`config.mk`:
```
export PLATFORM = sky130hd
export DESIGN_NAME = my_axil_reg_slice_flat
export DESIGN_NICKNAME = d
export VERILOG_FILES = /design/src/rtl/my_axil_pkg.sv /design/src/rtl/my_axil_if.sv /design/src/rtl/my_axil_skid_buf.sv /design/src/rtl/my_axil_reg_slice.sv /design/src/flat_wrapper.sv
export SDC_FILE = /design/constraint.sdc
export NUM_CORES = 1
export LEC_CHECK = 0
export BUFFER_PORTS_ARGS = -buffer_cell sky130_fd_sc_hd__buf_2
export CAP_MARGIN = 20
export CORE_MARGIN = 4
export CORE_UTILIZATION = 49
export CTS_CLUSTER_SIZE = 24
export DETAILED_ROUTE_END_ITERATION = 8
export GPL_ROUTABILITY_DRIVEN = 0
export PLACE_DENSITY_LB_ADDON = 0.08
export REMOVE_ABC_BUFFERS = 1
export SLEW_MARGIN = 20
export SYNTH_ARGS = -nofsm -noshare
export SYNTH_HDL_FRONTEND = slang
export SYNTH_SLANG_ARGS = --single-unit
```
`constraint.sdc`:
```
create_clock -name clk -period 1.9 [get_ports clk]
set_clock_uncertainty 0.15 [all_clocks]
set_input_delay 0.285 -clock clk [delete_from_list [all_inputs] [get_ports clk]]
set_output_delay 0.285 -clock clk [all_outputs]
set_load 0.02 [all_outputs]
```
`src/rtl/my_axil_pkg.sv`:
```
// Shared types and helpers for the AXI4-Lite register slice.
package my_axil_pkg;

  typedef enum logic [1:0] {
    SLICE_BYPASS = 2'd0,
    SLICE_SIMPLE = 2'd1,
    SLICE_SKID   = 2'd2
  } slice_mode_e;

  localparam logic [1:0] RESP_OKAY   = 2'b00;
  localparam logic [1:0] RESP_SLVERR = 2'b10;

  function automatic int axil_strb_w(input int data_w);
    return data_w / 8;
  endfunction

endpackage

```
`src/rtl/my_axil_if.sv`:
```
// AXI4-Lite bundle with master/slave views.
interface my_axil_if #(
  parameter int ADDR_W = 32,
  parameter int DATA_W = 32
);
  import my_axil_pkg::*;

  localparam int STRB_W = axil_strb_w(DATA_W);

  logic              awvalid;
  logic              awready;
  logic [ADDR_W-1:0] awaddr;
  logic [2:0]        awprot;
  logic              wvalid;
  logic              wready;
  logic [DATA_W-1:0] wdata;
  logic [STRB_W-1:0] wstrb;
  logic              bvalid;
  logic              bready;
  logic [1:0]        bresp;
  logic              arvalid;
  logic              arready;
  logic [ADDR_W-1:0] araddr;
  logic [2:0]        arprot;
  logic              rvalid;
  logic              rready;
  logic [DATA_W-1:0] rdata;
  logic [1:0]        rresp;

  modport master (
    output awvalid, awaddr, awprot, wvalid, wdata, wstrb, bready,
           arvalid, araddr, arprot, rready,
    input  awready, wready, bvalid, bresp, arready, rvalid, rdata, rresp
  );

  modport slave (
    input  awvalid, awaddr, awprot, wvalid, wdata, wstrb, bready,
           arvalid, araddr, arprot, rready,
    output awready, wready, bvalid, bresp, arready, rvalid, rdata, rresp
  );

endinterface

```
`src/rtl/my_axil_skid_buf.sv`:
```
// Generic valid/ready slice: bypass, one-entry register or two-entry skid buffer.
module my_axil_skid_buf
  import my_axil_pkg::*;
#(
  parameter int          WIDTH = 32,
  parameter slice_mode_e MODE  = SLICE_SKID
) (
  input  logic             clk,
  input  logic             rst_n,
  input  logic             in_valid,
  output logic             in_ready,
  input  logic [WIDTH-1:0] in_data,
  output logic             out_valid,
  input  logic             out_ready,
  output logic [WIDTH-1:0] out_data
);

  if (MODE == SLICE_BYPASS) begin : g_bypass
    logic unused_clk;
    assign unused_clk = clk ^ rst_n;
    assign out_valid  = in_valid;
    assign out_data   = in_data;
    assign in_ready   = out_ready;

  end else if (MODE == SLICE_SIMPLE) begin : g_simple
    logic             full_p0;
    logic             rdy_p0;
    logic [WIDTH-1:0] data_p0;
    logic             in_hs;
    logic             out_hs;
    logic             full_nxt;

    assign in_hs  = in_valid & rdy_p0;
    assign out_hs = full_p0 & out_ready;

    always_comb begin
      full_nxt = full_p0;
      if (in_hs)       full_nxt = 1'b1;
      else if (out_hs) full_nxt = 1'b0;
    end

    // stage p0: single holding register
    always_ff @(posedge clk or negedge rst_n) begin
      if (!rst_n) begin
        full_p0 <= 1'b0;
        rdy_p0  <= 1'b0;
        data_p0 <= '0;
      end else begin
        full_p0 <= full_nxt;
        rdy_p0  <= ~full_nxt;
        if (in_hs) data_p0 <= in_data;
      end
    end

    assign out_valid = full_p0;
    assign out_data  = data_p0;
    assign in_ready  = rdy_p0;

  end else begin : g_skid
    typedef enum logic [1:0] {EMPTY, ONE, TWO} skid_state_e;

    skid_state_e      state_p0;
    skid_state_e      state_nxt;
    logic             rdy_p0;
    logic [WIDTH-1:0] main_p0;
    logic [WIDTH-1:0] skid_p0;
    logic             in_hs;
    logic             out_hs;
    logic             load_main;
    logic             main_from_skid;
    logic             load_skid;

    assign in_hs  = in_valid & rdy_p0;
    assign out_hs = (state_p0 != EMPTY) & out_ready;

    always_comb begin
      state_nxt      = state_p0;
      load_main      = 1'b0;
      main_from_skid = 1'b0;
      load_skid      = 1'b0;
      case (state_p0)
        EMPTY: if (in_hs) begin
          state_nxt = ONE;
          load_main = 1'b1;
        end
        ONE: begin
          if (in_hs && out_hs) begin
            load_main = 1'b1;
          end else if (in_hs) begin
            state_nxt = TWO;
            load_skid = 1'b1;
          end else if (out_hs) begin
            state_nxt = EMPTY;
          end
        end
        TWO: if (out_hs) begin
          state_nxt      = ONE;
          load_main      = 1'b1;
          main_from_skid = 1'b1;
        end
        default: state_nxt = EMPTY;
      endcase
    end

    // stage p0: main register plus skid overflow
    always_ff @(posedge clk or negedge rst_n) begin
      if (!rst_n) begin
        state_p0 <= EMPTY;
        rdy_p0   <= 1'b0;
        main_p0  <= '0;
        skid_p0  <= '0;
      end else begin
        state_p0 <= state_nxt;
        rdy_p0   <= (state_nxt != TWO);
        if (load_main) main_p0 <= main_from_skid ? skid_p0 : in_data;
        if (load_skid) skid_p0 <= in_data;
      end
    end

    assign out_valid = (state_p0 != EMPTY);
    assign out_data  = main_p0;
    assign in_ready  = rdy_p0;
  end

endmodule

```
`src/rtl/my_axil_reg_slice.sv`:
```
// AXI4-Lite register slice, per-channel bypass/simple/skid.
// Optional handshake counters with MY_AXIL_SLICE_STATS_EN.
module my_axil_reg_slice
  import my_axil_pkg::*;
#(
  parameter int          ADDR_W  = 32,
  parameter int          DATA_W  = 32,
  parameter slice_mode_e AW_MODE = SLICE_SKID,
  parameter slice_mode_e W_MODE  = SLICE_SKID,
  parameter slice_mode_e B_MODE  = SLICE_SIMPLE,
  parameter slice_mode_e AR_MODE = SLICE_SKID,
  parameter slice_mode_e R_MODE  = SLICE_SKID
) (
  input  logic      clk,
  input  logic      rst_n,
  my_axil_if.slave  s_axil,
  my_axil_if.master m_axil
`ifdef MY_AXIL_SLICE_STATS_EN
  ,
  output logic [31:0] wr_cnt,
  output logic [31:0] rd_cnt
`endif
);

  localparam int STRB_W = axil_strb_w(DATA_W);
  localparam int AX_W   = ADDR_W + 3;
  localparam int W_W    = DATA_W + STRB_W;
  localparam int R_W    = DATA_W + 2;

  logic [AX_W-1:0] aw_out;
  logic [AX_W-1:0] ar_out;
  logic [W_W-1:0]  w_out;
  logic [R_W-1:0]  r_out;

  my_axil_skid_buf #(.WIDTH(AX_W), .MODE(AW_MODE)) u_aw (
    .clk       (clk),
    .rst_n     (rst_n),
    .in_valid  (s_axil.awvalid),
    .in_ready  (s_axil.awready),
    .in_data   ({s_axil.awaddr, s_axil.awprot}),
    .out_valid (m_axil.awvalid),
    .out_ready (m_axil.awready),
    .out_data  (aw_out)
  );
  assign m_axil.awaddr = aw_out[AX_W-1:3];
  assign m_axil.awprot = aw_out[2:0];

  my_axil_skid_buf #(.WIDTH(W_W), .MODE(W_MODE)) u_w (
    .clk       (clk),
    .rst_n     (rst_n),
    .in_valid  (s_axil.wvalid),
    .in_ready  (s_axil.wready),
    .in_data   ({s_axil.wdata, s_axil.wstrb}),
    .out_valid (m_axil.wvalid),
    .out_ready (m_axil.wready),
    .out_data  (w_out)
  );
  assign m_axil.wdata = w_out[W_W-1:STRB_W];
  assign m_axil.wstrb = w_out[STRB_W-1:0];

  // Response channels run slave-to-master
  my_axil_skid_buf #(.WIDTH(2), .MODE(B_MODE)) u_b (
    .clk       (clk),
    .rst_n     (rst_n),
    .in_valid  (m_axil.bvalid),
    .in_ready  (m_axil.bready),
    .in_data   (m_axil.bresp),
    .out_valid (s_axil.bvalid),
    .out_ready (s_axil.bready),
    .out_data  (s_axil.bresp)
  );

  my_axil_skid_buf #(.WIDTH(AX_W), .MODE(AR_MODE)) u_ar (
    .clk       (clk),
    .rst_n     (rst_n),
    .in_valid  (s_axil.arvalid),
    .in_ready  (s_axil.arready),
    .in_data   ({s_axil.araddr, s_axil.arprot}),
    .out_valid (m_axil.arvalid),
    .out_ready (m_axil.arready),
    .out_data  (ar_out)
  );
  assign m_axil.araddr = ar_out[AX_W-1:3];
  assign m_axil.arprot = ar_out[2:0];

  my_axil_skid_buf #(.WIDTH(R_W), .MODE(R_MODE)) u_r (
    .clk       (clk),
    .rst_n     (rst_n),
    .in_valid  (m_axil.rvalid),
    .in_ready  (m_axil.rready),
    .in_data   ({m_axil.rdata, m_axil.rresp}),
    .out_valid (s_axil.rvalid),
    .out_ready (s_axil.rready),
    .out_data  (r_out)
  );
  assign s_axil.rdata = r_out[R_W-1:2];
  assign s_axil.rresp = r_out[1:0];

`ifdef MY_AXIL_SLICE_STATS_EN
  // stage p0: upstream completion counters, wrap naturally
  always_ff @(posedge clk or negedge rst_n) begin
    if (!rst_n) begin
      wr_cnt <= '0;
      rd_cnt <= '0;
    end else begin
      if (s_axil.bvalid && s_axil.bready) wr_cnt <= wr_cnt + 32'd1;
      if (s_axil.rvalid && s_axil.rready) rd_cnt <= rd_cnt + 32'd1;
    end
  end
`endif

endmodule

```
`src/flat_wrapper.sv`:
```
// flat-port wrapper written by rule: the top's interface ports become plain ports
module my_axil_reg_slice_flat import my_axil_pkg::*;
#(
  parameter int          ADDR_W  = 32,
  parameter int          DATA_W  = 32,
  parameter slice_mode_e AW_MODE = SLICE_SKID,
  parameter slice_mode_e W_MODE  = SLICE_SKID,
  parameter slice_mode_e B_MODE  = SLICE_SIMPLE,
  parameter slice_mode_e AR_MODE = SLICE_SKID,
  parameter slice_mode_e R_MODE  = SLICE_SKID
)
  (clk, rst_n, s_axil_awvalid, s_axil_awaddr, s_axil_awprot, s_axil_wvalid, s_axil_wdata, s_axil_wstrb, s_axil_bready, s_axil_arvalid, s_axil_araddr, s_axil_arprot, s_axil_rready, s_axil_awready, s_axil_wready, s_axil_bvalid, s_axil_bresp, s_axil_arready, s_axil_rvalid, s_axil_rdata, s_axil_rresp, m_axil_awvalid, m_axil_awaddr, m_axil_awprot, m_axil_wvalid, m_axil_wdata, m_axil_wstrb, m_axil_bready, m_axil_arvalid, m_axil_araddr, m_axil_arprot, m_axil_rready, m_axil_awready, m_axil_wready, m_axil_bvalid, m_axil_bresp, m_axil_arready, m_axil_rvalid, m_axil_rdata, m_axil_rresp);
  my_axil_if #(.ADDR_W(ADDR_W), .DATA_W(DATA_W)) s_axil_i ();
  my_axil_if #(.ADDR_W(ADDR_W), .DATA_W(DATA_W)) m_axil_i ();
  input  logic clk;
  input  logic rst_n;
  input wire logic [$bits(s_axil_i.awvalid)-1:0] s_axil_awvalid;
  input wire logic [$bits(s_axil_i.awaddr)-1:0] s_axil_awaddr;
  input wire logic [$bits(s_axil_i.awprot)-1:0] s_axil_awprot;
  input wire logic [$bits(s_axil_i.wvalid)-1:0] s_axil_wvalid;
  input wire logic [$bits(s_axil_i.wdata)-1:0] s_axil_wdata;
  input wire logic [$bits(s_axil_i.wstrb)-1:0] s_axil_wstrb;
  input wire logic [$bits(s_axil_i.bready)-1:0] s_axil_bready;
  input wire logic [$bits(s_axil_i.arvalid)-1:0] s_axil_arvalid;
  input wire logic [$bits(s_axil_i.araddr)-1:0] s_axil_araddr;
  input wire logic [$bits(s_axil_i.arprot)-1:0] s_axil_arprot;
  input wire logic [$bits(s_axil_i.rready)-1:0] s_axil_rready;
  output wire logic [$bits(s_axil_i.awready)-1:0] s_axil_awready;
  output wire logic [$bits(s_axil_i.wready)-1:0] s_axil_wready;
  output wire logic [$bits(s_axil_i.bvalid)-1:0] s_axil_bvalid;
  output wire logic [$bits(s_axil_i.bresp)-1:0] s_axil_bresp;
  output wire logic [$bits(s_axil_i.arready)-1:0] s_axil_arready;
  output wire logic [$bits(s_axil_i.rvalid)-1:0] s_axil_rvalid;
  output wire logic [$bits(s_axil_i.rdata)-1:0] s_axil_rdata;
  output wire logic [$bits(s_axil_i.rresp)-1:0] s_axil_rresp;
  output wire logic [$bits(m_axil_i.awvalid)-1:0] m_axil_awvalid;
  output wire logic [$bits(m_axil_i.awaddr)-1:0] m_axil_awaddr;
  output wire logic [$bits(m_axil_i.awprot)-1:0] m_axil_awprot;
  output wire logic [$bits(m_axil_i.wvalid)-1:0] m_axil_wvalid;
  output wire logic [$bits(m_axil_i.wdata)-1:0] m_axil_wdata;
  output wire logic [$bits(m_axil_i.wstrb)-1:0] m_axil_wstrb;
  output wire logic [$bits(m_axil_i.bready)-1:0] m_axil_bready;
  output wire logic [$bits(m_axil_i.arvalid)-1:0] m_axil_arvalid;
  output wire logic [$bits(m_axil_i.araddr)-1:0] m_axil_araddr;
  output wire logic [$bits(m_axil_i.arprot)-1:0] m_axil_arprot;
  output wire logic [$bits(m_axil_i.rready)-1:0] m_axil_rready;
  input wire logic [$bits(m_axil_i.awready)-1:0] m_axil_awready;
  input wire logic [$bits(m_axil_i.wready)-1:0] m_axil_wready;
  input wire logic [$bits(m_axil_i.bvalid)-1:0] m_axil_bvalid;
  input wire logic [$bits(m_axil_i.bresp)-1:0] m_axil_bresp;
  input wire logic [$bits(m_axil_i.arready)-1:0] m_axil_arready;
  input wire logic [$bits(m_axil_i.rvalid)-1:0] m_axil_rvalid;
  input wire logic [$bits(m_axil_i.rdata)-1:0] m_axil_rdata;
  input wire logic [$bits(m_axil_i.rresp)-1:0] m_axil_rresp;
  assign s_axil_i.awvalid = s_axil_awvalid;
  assign s_axil_i.awaddr = s_axil_awaddr;
  assign s_axil_i.awprot = s_axil_awprot;
  assign s_axil_i.wvalid = s_axil_wvalid;
  assign s_axil_i.wdata = s_axil_wdata;
  assign s_axil_i.wstrb = s_axil_wstrb;
  assign s_axil_i.bready = s_axil_bready;
  assign s_axil_i.arvalid = s_axil_arvalid;
  assign s_axil_i.araddr = s_axil_araddr;
  assign s_axil_i.arprot = s_axil_arprot;
  assign s_axil_i.rready = s_axil_rready;
  assign s_axil_awready = s_axil_i.awready;
  assign s_axil_wready = s_axil_i.wready;
  assign s_axil_bvalid = s_axil_i.bvalid;
  assign s_axil_bresp = s_axil_i.bresp;
  assign s_axil_arready = s_axil_i.arready;
  assign s_axil_rvalid = s_axil_i.rvalid;
  assign s_axil_rdata = s_axil_i.rdata;
  assign s_axil_rresp = s_axil_i.rresp;
  assign m_axil_awvalid = m_axil_i.awvalid;
  assign m_axil_awaddr = m_axil_i.awaddr;
  assign m_axil_awprot = m_axil_i.awprot;
  assign m_axil_wvalid = m_axil_i.wvalid;
  assign m_axil_wdata = m_axil_i.wdata;
  assign m_axil_wstrb = m_axil_i.wstrb;
  assign m_axil_bready = m_axil_i.bready;
  assign m_axil_arvalid = m_axil_i.arvalid;
  assign m_axil_araddr = m_axil_i.araddr;
  assign m_axil_arprot = m_axil_i.arprot;
  assign m_axil_rready = m_axil_i.rready;
  assign m_axil_i.awready = m_axil_awready;
  assign m_axil_i.wready = m_axil_wready;
  assign m_axil_i.bvalid = m_axil_bvalid;
  assign m_axil_i.bresp = m_axil_bresp;
  assign m_axil_i.arready = m_axil_arready;
  assign m_axil_i.rvalid = m_axil_rvalid;
  assign m_axil_i.rdata = m_axil_rdata;
  assign m_axil_i.rresp = m_axil_rresp;
  my_axil_reg_slice #(.ADDR_W(ADDR_W), .DATA_W(DATA_W), .AW_MODE(AW_MODE), .W_MODE(W_MODE), .B_MODE(B_MODE), .AR_MODE(AR_MODE), .R_MODE(R_MODE)) u_core (.clk(clk), .rst_n(rst_n), .s_axil(s_axil_i), .m_axil(m_axil_i));
endmodule
```
==> impl_metrics.toml, run 1 <==
[outcome]
run_status = "completed"

[worst_setup_path]
worstPathArrival_ns = 2.12
cp-end-kind = "register"
cp-start-kind = "input port"
worstPathRequired_ns = 2.13
critPathMaxFanout = 12
crit_type = "input port to register"

[global_routing]
grt_antenna_before_repair = 1
grt_use_total_pct = 20.11
gr-total-overflow = 0
grt_pass1_wl_mm = 49.89
grt_max_degree = 49
first_global_vias = 9399

[placed_design]
dp.cells = 1465
dp_slack_ns = 0.04158
place_area_mm2 = 0.01540
io_buffer_count = 305
dp_hpwl_mm = 19.92

[pwr]
cellPowerDensity_mw_per_mm2 = 1568
internal_power_mw = 19.21
seqPwrFrac_pct = 38.9
comb_power_share_pct = 38.3
clockPowerShare_pct = 22.8
switching_share_pct = 32.74
p_switching_mw = 9.349
p_leak_nw = 8.450
ir_drop_mv = 0.9923
finalPower_mw = 28.56

[routing]
vias = 8494
drt_first_pass_iters = 4
routed_wl_mm = 30.29
postRouteAntennaNets = 0
wl_per_cell_um = 18.00
viasPerCell = 5.047
remaining_drc_errors = 0
drt_iter0_drc = 290

[logic_synthesis]
synth_top_flop_cell = "dfrtp_1"
synth_compound_area_share_pct = 1.240
yosysTopAreaCell = "dfrtp_1"
synthMuxAreaShare_pct = 37.82
synth.cell_area_mm2 = 0.01332
synth-edff-count = 0
synth_top_family_by_area = "multiplexers"
synth_xor_area_share_pct = 0
yosysMostFrequentCell = "mux2_2"
yosys_warnings = 0
synth.cells.most_frequent = "341 x mux2_2, 296 x dfrtp_1, 68 x mux2_4"
synth_adder_area_share_pct = 0
syn_avg_cell_area_um2 = 16.26
synthCells = 819
synth_cell_types = 32
synth.top_cell.area_share_pct = 55.62
ys_seq_area_share_pct = 55.62
ys_ff_latch = 296
async_flop_share_pct = 100.0
yosys-top-cells-area = "dfrtp_1 56%, mux2_2 29%, mux2_4 7.7%"
yosys.area_share.simple_pct = 1.804

[clock_network]
clock_path_buffers = 3
cts_made_buffers = 34
clk_pin_slew_ns = 0.06
ctsHtreeMaxLevel = 2
clock_sinks = 296
cts-root-buf = "clkbuf_16"
cts_tree = "done"
clkLatencyLatePin_ns = 0.50

[sta]
drv_slew = 0
rsz0062_at_grt = "yes"
fin_crit_ns = 1.884
setup_viol = 0
relSlewSlack_pct = 74.71
fin_ws_ns = 0.01553
tightest_slew_ns = 0.3789
hold_viol_final = 0
timing.fmax_ghz = 0.5307
timing.final.crit_share_pct = 99.18
holdWs_ns = 0.04149

[final_layout]
syn_to_final_growth_pct = 36.75
finalNonFillerCells = 1683
fin_area_mm2 = 0.01821
drive_gt1_share_pct = 62.76
fillers = 1938
nets = 1471

[die]
core_area_mm2 = 0.02688
fp.dieH_um = 172.9
die_x_um = 172.9
ios = 306
num_rows = 60
die-area_mm2 = 0.02988
initial_core_util_pct = 49.55

[run]
maxCapViolCount = 0

[worst_hold_path]
min_path_type = "input port to register"
==> stage by stage <==
step	utilization, %	setup TNS, ns
global route	67.76	-1.192
global placement	57.31	0
finish	67.77	0
detailed placement	57.31	0
CTS	67.32	0
floorplan	-	-290.63
==> cell usage in the layout, fill, tap and decap left out, types with 2 or more instances in the layout <==
cell           instances
nand2_1                8
dlygate4sd3_1        149
nor2b_1                2
nand3b_1               2
dfrtp_2                2
or2_2                  3
dfrtp_1              294
nor2_1                 4
mux2_4                78
buf_6                  9
clkbuf_1               7
o22ai_1                3
nor3b_1                3
clkbuf_16             38
mux2i_1                3
clkbuf_8              12
or2_4                  4
buf_4                 30
clkinv_2               2
nor3b_4                4
buf_12                17
o31ai_4                3
inv_1                  2
diode_2                2
mux2_1                13
o21a_1                 3
mux2_2               331
buf_2                301
==> power groups by stage <==
stage	registers (mW)	clock network, mW	logic [mW]
5_1_grt	11.5	6.98	11.7
2_1_floorplan	12.8	0	5.16
4_1_cts	11.1	6.72	10.9
6_report	11.1	6.50	10.9
3_3_place_gp	11.1	0	10.3
3_5_place_dp	11.2	0	10.5
==> routing by layer <==
| metal | wire length [µm] | GRT usage (%) | part of all wire (%) |
|---|---|---|---|
| met1 | 12860 | 25.86 | 42 |
| met2 | 14610 | 33.01 | 48 |
| met3 | 2074 | 5.969 | 6.8 |
| met4 | 746 | 6.452 | 2.5 |
| met5 | 0 | 0 | 0 |
==> what timing repair did <==
action                                 4_1_cts  5_1_grt
hold buffers                               149        0
gates cloned                                 0        2
pin swaps                                    0        2
setup endpoints to repair                    3       77
endpoints found under the hold margin      516        0
gates resized for setup                     11       17
buffers inserted                             4        2
==> worst max-delay path, stage by stage <==
cell and delay [ns]:
dlygate4sd3_1 0.55, buf_2 0.16, nand3b_1 0.22, buf_4 0.27
mux2_2 0.37, mux2_4 0.26
==> registers in the layout, summed over array words and instances, names as in the netlist <==
register                     count
u_core.u_ar.g_skid.skid_p0      35
u_core.u_aw.out_data            35
u_core.u_ar.g_skid.state_p0      2
u_core.u_w.out_data             36
u_core.u_r.g_skid.skid_p0       34
u_core.u_r.out_data             34
u_core.u_ar.out_data            35
u_core.u_aw.g_skid.state_p0      2
u_core.u_w.g_skid.skid_p0       36
u_core.u_r.in_ready              1
u_core.u_r.g_skid.state_p0       2
u_core.u_aw.in_ready             1
u_core.u_b.in_ready              1
u_core.u_ar.in_ready             1
u_core.u_b.out_data              2
u_core.u_w.in_ready              1
u_core.u_w.g_skid.state_p0       2
u_core.u_aw.g_skid.skid_p0      35
u_core.u_b.out_valid             1
==> final timing paths <==
kind / startpoint / endpoint / slack, ns / cells after the start
min in group asynchronous: rst_n / u_core.u_r.out_data[3]$_DFFE_PN0P_ / 0.12 / 2
min reg2reg: u_core.u_ar.g_skid.skid_p0[28]$_DFFE_PN0P_ / u_core.u_ar.g_skid.skid_p0[28]$_DFFE_PN0P_ / 0.33 / 1
max reg2reg: u_core.u_r.g_skid.state_p0[1]$_DFF_PN0_ / u_core.u_r.g_skid.skid_p0[22]$_DFFE_PN0P_ / 0.03 / 5
max in group asynchronous: rst_n / u_core.u_aw.out_data[22]$_DFFE_PN0P_ / 0.78 / 4
min: m_axil_bvalid / u_core.u_b.out_data[1]$_DFFE_PN0P_ / 0.04 / 3
max: m_axil_wready / u_core.u_w.out_data[34]$_DFFE_PN0P_ / 0.02 / 6
==> area by class of cell <==
type | instances | area (µm²) | share of cell area, %
antenna | 2 | 5.005 | 0.02748
inverter | 2 | 7.507 | 0.04122
sequential | 296 | 7410 | 40.68
clock inverter | 3 | 18.77 | 0.1031
multi-input combinational | 475 | 5523 | 30.32
clock buffer | 56 | 1117 | 6.135
tap | 341 | 426.7 | 2.343
timing repair buffer | 508 | 3705 | 20.34
==> kinds of logic (layout without fill, tap and decap cells) <==
group | Yosys count | after routing
and+or+nand+nor | 35 | 35
buffers and inverters | 48 | 569
other | 0 | 2
muxes | 425 | 425
AOI/OAI and AO/OA | 15 | 15
DFF | 296 | 296
Power figures use the tool's default switching activity.
==> run 2, diff against run 1 <==
--- a/config.mk
+++ b/config.mk
@@ -5,6 +5,7 @@
 export SDC_FILE = /design/constraint.sdc
 export NUM_CORES = 1
 export LEC_CHECK = 0
+export ABC_AREA = 1
 export BUFFER_PORTS_ARGS = -buffer_cell sky130_fd_sc_hd__buf_2
 export CAP_MARGIN = 20
 export CORE_MARGIN = 4
==> run 2 against run 1 <==
Hold slack got worse by 0.020 ns. Via count is 57% higher. Wire length rose by 34%. Maximum frequency is 4.6% higher. Critical path type is now register to output pin.
==> impl_metrics.toml, run 2 <==
[final_layout]
nets = 2355
syn_to_final_growth_pct = 34.00
drive_gt1_share_pct = 20.10
antenna_cells = 0
most-common-layout-cells = "804 x nand2_1, 304 x buf_2, 296 x dfrtp_1, 180 x nand3_1, 147 x dlygate4sd3_1"
fillers = 2355
final_common_cell = "nand2_1"
fin_util_pct = 66.39

[logic_synthesis]
yosys-top-cells-area = "dfrtp_1 54%, nand2_1 22%, nand3_1 6.6%"
async_flop_share_pct = 100.0
synth.cells.most_frequent = "804 x nand2_1, 296 x dfrtp_1, 181 x nand3_1"
yosys_warnings = 0
synth.top_cell.area_share_pct = 53.97
yosysMostFrequentCell = "nand2_1"
synth_cell_types = 20
yosysTopAreaCell = "dfrtp_1"
ys_seq_area_share_pct = 53.97
ys_ff_latch = 296
synth.cell_area_mm2 = 0.01373
synthCells = 1762
synth-edff-count = 0
synth_top_flop_cell = "dfrtp_1"
syn_avg_cell_area_um2 = 7.790

[die]
initial_core_util_pct = 49.54
ios = 306
die_x_um = 175.4
num_rows = 61
core_area_mm2 = 0.02771
fp.dieH_um = 175.4
die-area_mm2 = 0.03075

[clock_network]
clock_sinks = 296
ctsHtreeMaxLevel = 2
clkLatencyLatePin_ns = 0.50
clk_pin_slew_ns = 0.06
cts_tree = "done"
clock_path_buffers = 3
cts_made_buffers = 35
cts-root-buf = "clkbuf_16"

[sta]
fin_crit_ns = 1.801
rsz0062_at_grt = "no"
hold_viol_final = 0
setup_viol = 0
tightest_slew_ns = 0.5955
relSlewSlack_pct = 60.30
drv_slew = 0
timing.final.crit_share_pct = 94.79
holdWs_ns = 0.02166
timing.fmax_ghz = 0.5552

[worst_setup_path]
cp-end-kind = "output pin"
critPathMaxFanout = 4
path_cells = "inv_1 -> buf_6 -> nand2_1 -> buf_2"
cp-start-kind = "register"
rr_startpoint = "u_core.u_aw.g_skid.state_p0[0]$_DFF_PN0_"
crit_path_max_incr_delay_ns = 0.40
worstPathArrival_ns = 1.37
cpMaxStageDelayCell = "dfrtp_1"
crit_start = "u_core.u_aw.g_skid.state_p0[0]$_DFF_PN0_"
worstPathRequired_ns = 1.46
crit_type = "register to output pin"

[global_routing]
grt_max_degree = 79
grt_use_total_pct = 25.73
first_global_vias = 13000
gr-total-overflow = 0
grt_antenna_before_repair = 1
grt_pass1_wl_mm = 65.99

[routing]
vias = 13370
viasPerCell = 5.137
wl_per_cell_um = 15.55
routed_wl_mm = 40.46
remaining_drc_errors = 0
drt_iter0_drc = 1154
postRouteAntennaNets = 0
drt_first_pass_iters = 5

[outcome]
run_status = "completed"

[placed_design]
dp_hpwl_mm = 25.39
io_buffer_count = 305

[pwr]
cellPowerDensity_mw_per_mm2 = 1534
finalPower_mw = 28.21
ir_drop_mv = 1.035
p_leak_nw = 10.34

[worst_hold_path]
min_path_type = "input port to register"
min_from = "m_axil_wready"

[run]
maxCapViolCount = 0
==> run 2: cell count changes after synthesis, moves of 48 or more <==
cell | before | now
o21ai_0 | 1 | 105
mux2_2 | 341 | 2
inv_1 | 2 | 123
nand2_1 | 8 | 804
nand4_1 | 0 | 107
mux2_4 | 68 | 0
buf_2 | 3 | 51
nand3_1 | 1 | 181
==> run 2: final timing paths <==
check                      cells after the start                                         to  slack [ns]
setup / recovery                               4                             m_axil_awvalid         0.1
hold / removal                                 4    u_core.u_w.g_skid.state_p0[1]$_DFF_PN0_        0.02
setup reg to reg                               7       u_core.u_aw.out_data[30]$_DFFE_PN0P_        0.25
hold reg to reg                                2  u_core.u_w.g_skid.skid_p0[18]$_DFFE_PN0P_        0.32
max in group asynchronous                      3  u_core.u_w.g_skid.skid_p0[19]$_DFFE_PN0P_        0.76
min in group asynchronous                      2  u_core.u_r.g_skid.skid_p0[26]$_DFFE_PN0P_        0.09
==> run 2: cells by family after synthesis <==
kind of cell | count (synthesis) | share of synthesized area [%]
AOI/OAI and AO/OA | 105 | 3.829
buffers and inverters | 247 | 7.411
DFF | 296 | 53.97
muxes | 2 | 0.1641
and+or+nand+nor | 1112 | 34.63
==> run 2: timing repair <==
item,4_1_cts,5_1_grt
hold endpoints to repair,530,0
buffers inserted,1,0
setup endpoints to repair,1,8
gates resized for setup,1,1
hold buffers,147,0
gates cloned,0,1
==> run 2: area by class of cell <==
type | count | area [µm²] | area share, %
clock buffers | 57 | 1101 | 5.986
clock inverters | 3 | 17.52 | 0.09524
inverters | 130 | 488.0 | 2.653
multi-input cells | 1220 | 5324 | 28.95
flip-flops and latches | 296 | 7407 | 40.27
well taps | 378 | 473.0 | 2.571
repair buffers | 518 | 3582 | 19.48
==> run 2: power by group <==
part	total (mW)	switching [mW]	internal, mW
Clock	6.50	2.56	3.94
Combinational	10.6	7.04	3.54
Sequential	11.1	1.81	9.32
==> run 2: worst max-delay path: cells and delay by family, from the launching register on <==
family                 cells  cell delay, ns
buffers and inverters      3            0.41
DFF                        1            0.40
and+or+nand+nor            1            0.04
==> run 2: per-layer routing <==
layer / wire, µm / global-route usage [%] / up-vias / share of wire, %
met1: 17660 / 36.28 / 6261 / 44
met5: 0 / 0 / - / 0
li1: - / - / 6491 / -
met4: 1131 / 8.216 / 0 / 2.8
met3: 3149 / 4.907 / 81 / 7.8
met2: 18530 / 40.66 / 534 / 46
==> run 2: metrics by stage <==
stage	setup slack (ns)	instance area [µm²]	setup TNS, ns	std cells
after global routing	0.04993	18390	0	2602
after CTS	0.06855	18380	0	2601
after global placement	0.1765	15780	0	2393
after floorplan	-1.096	13200	-199.79	1645
final	0.09890	18390	0	2602
after detailed placement	0.1283	15780	0	2393
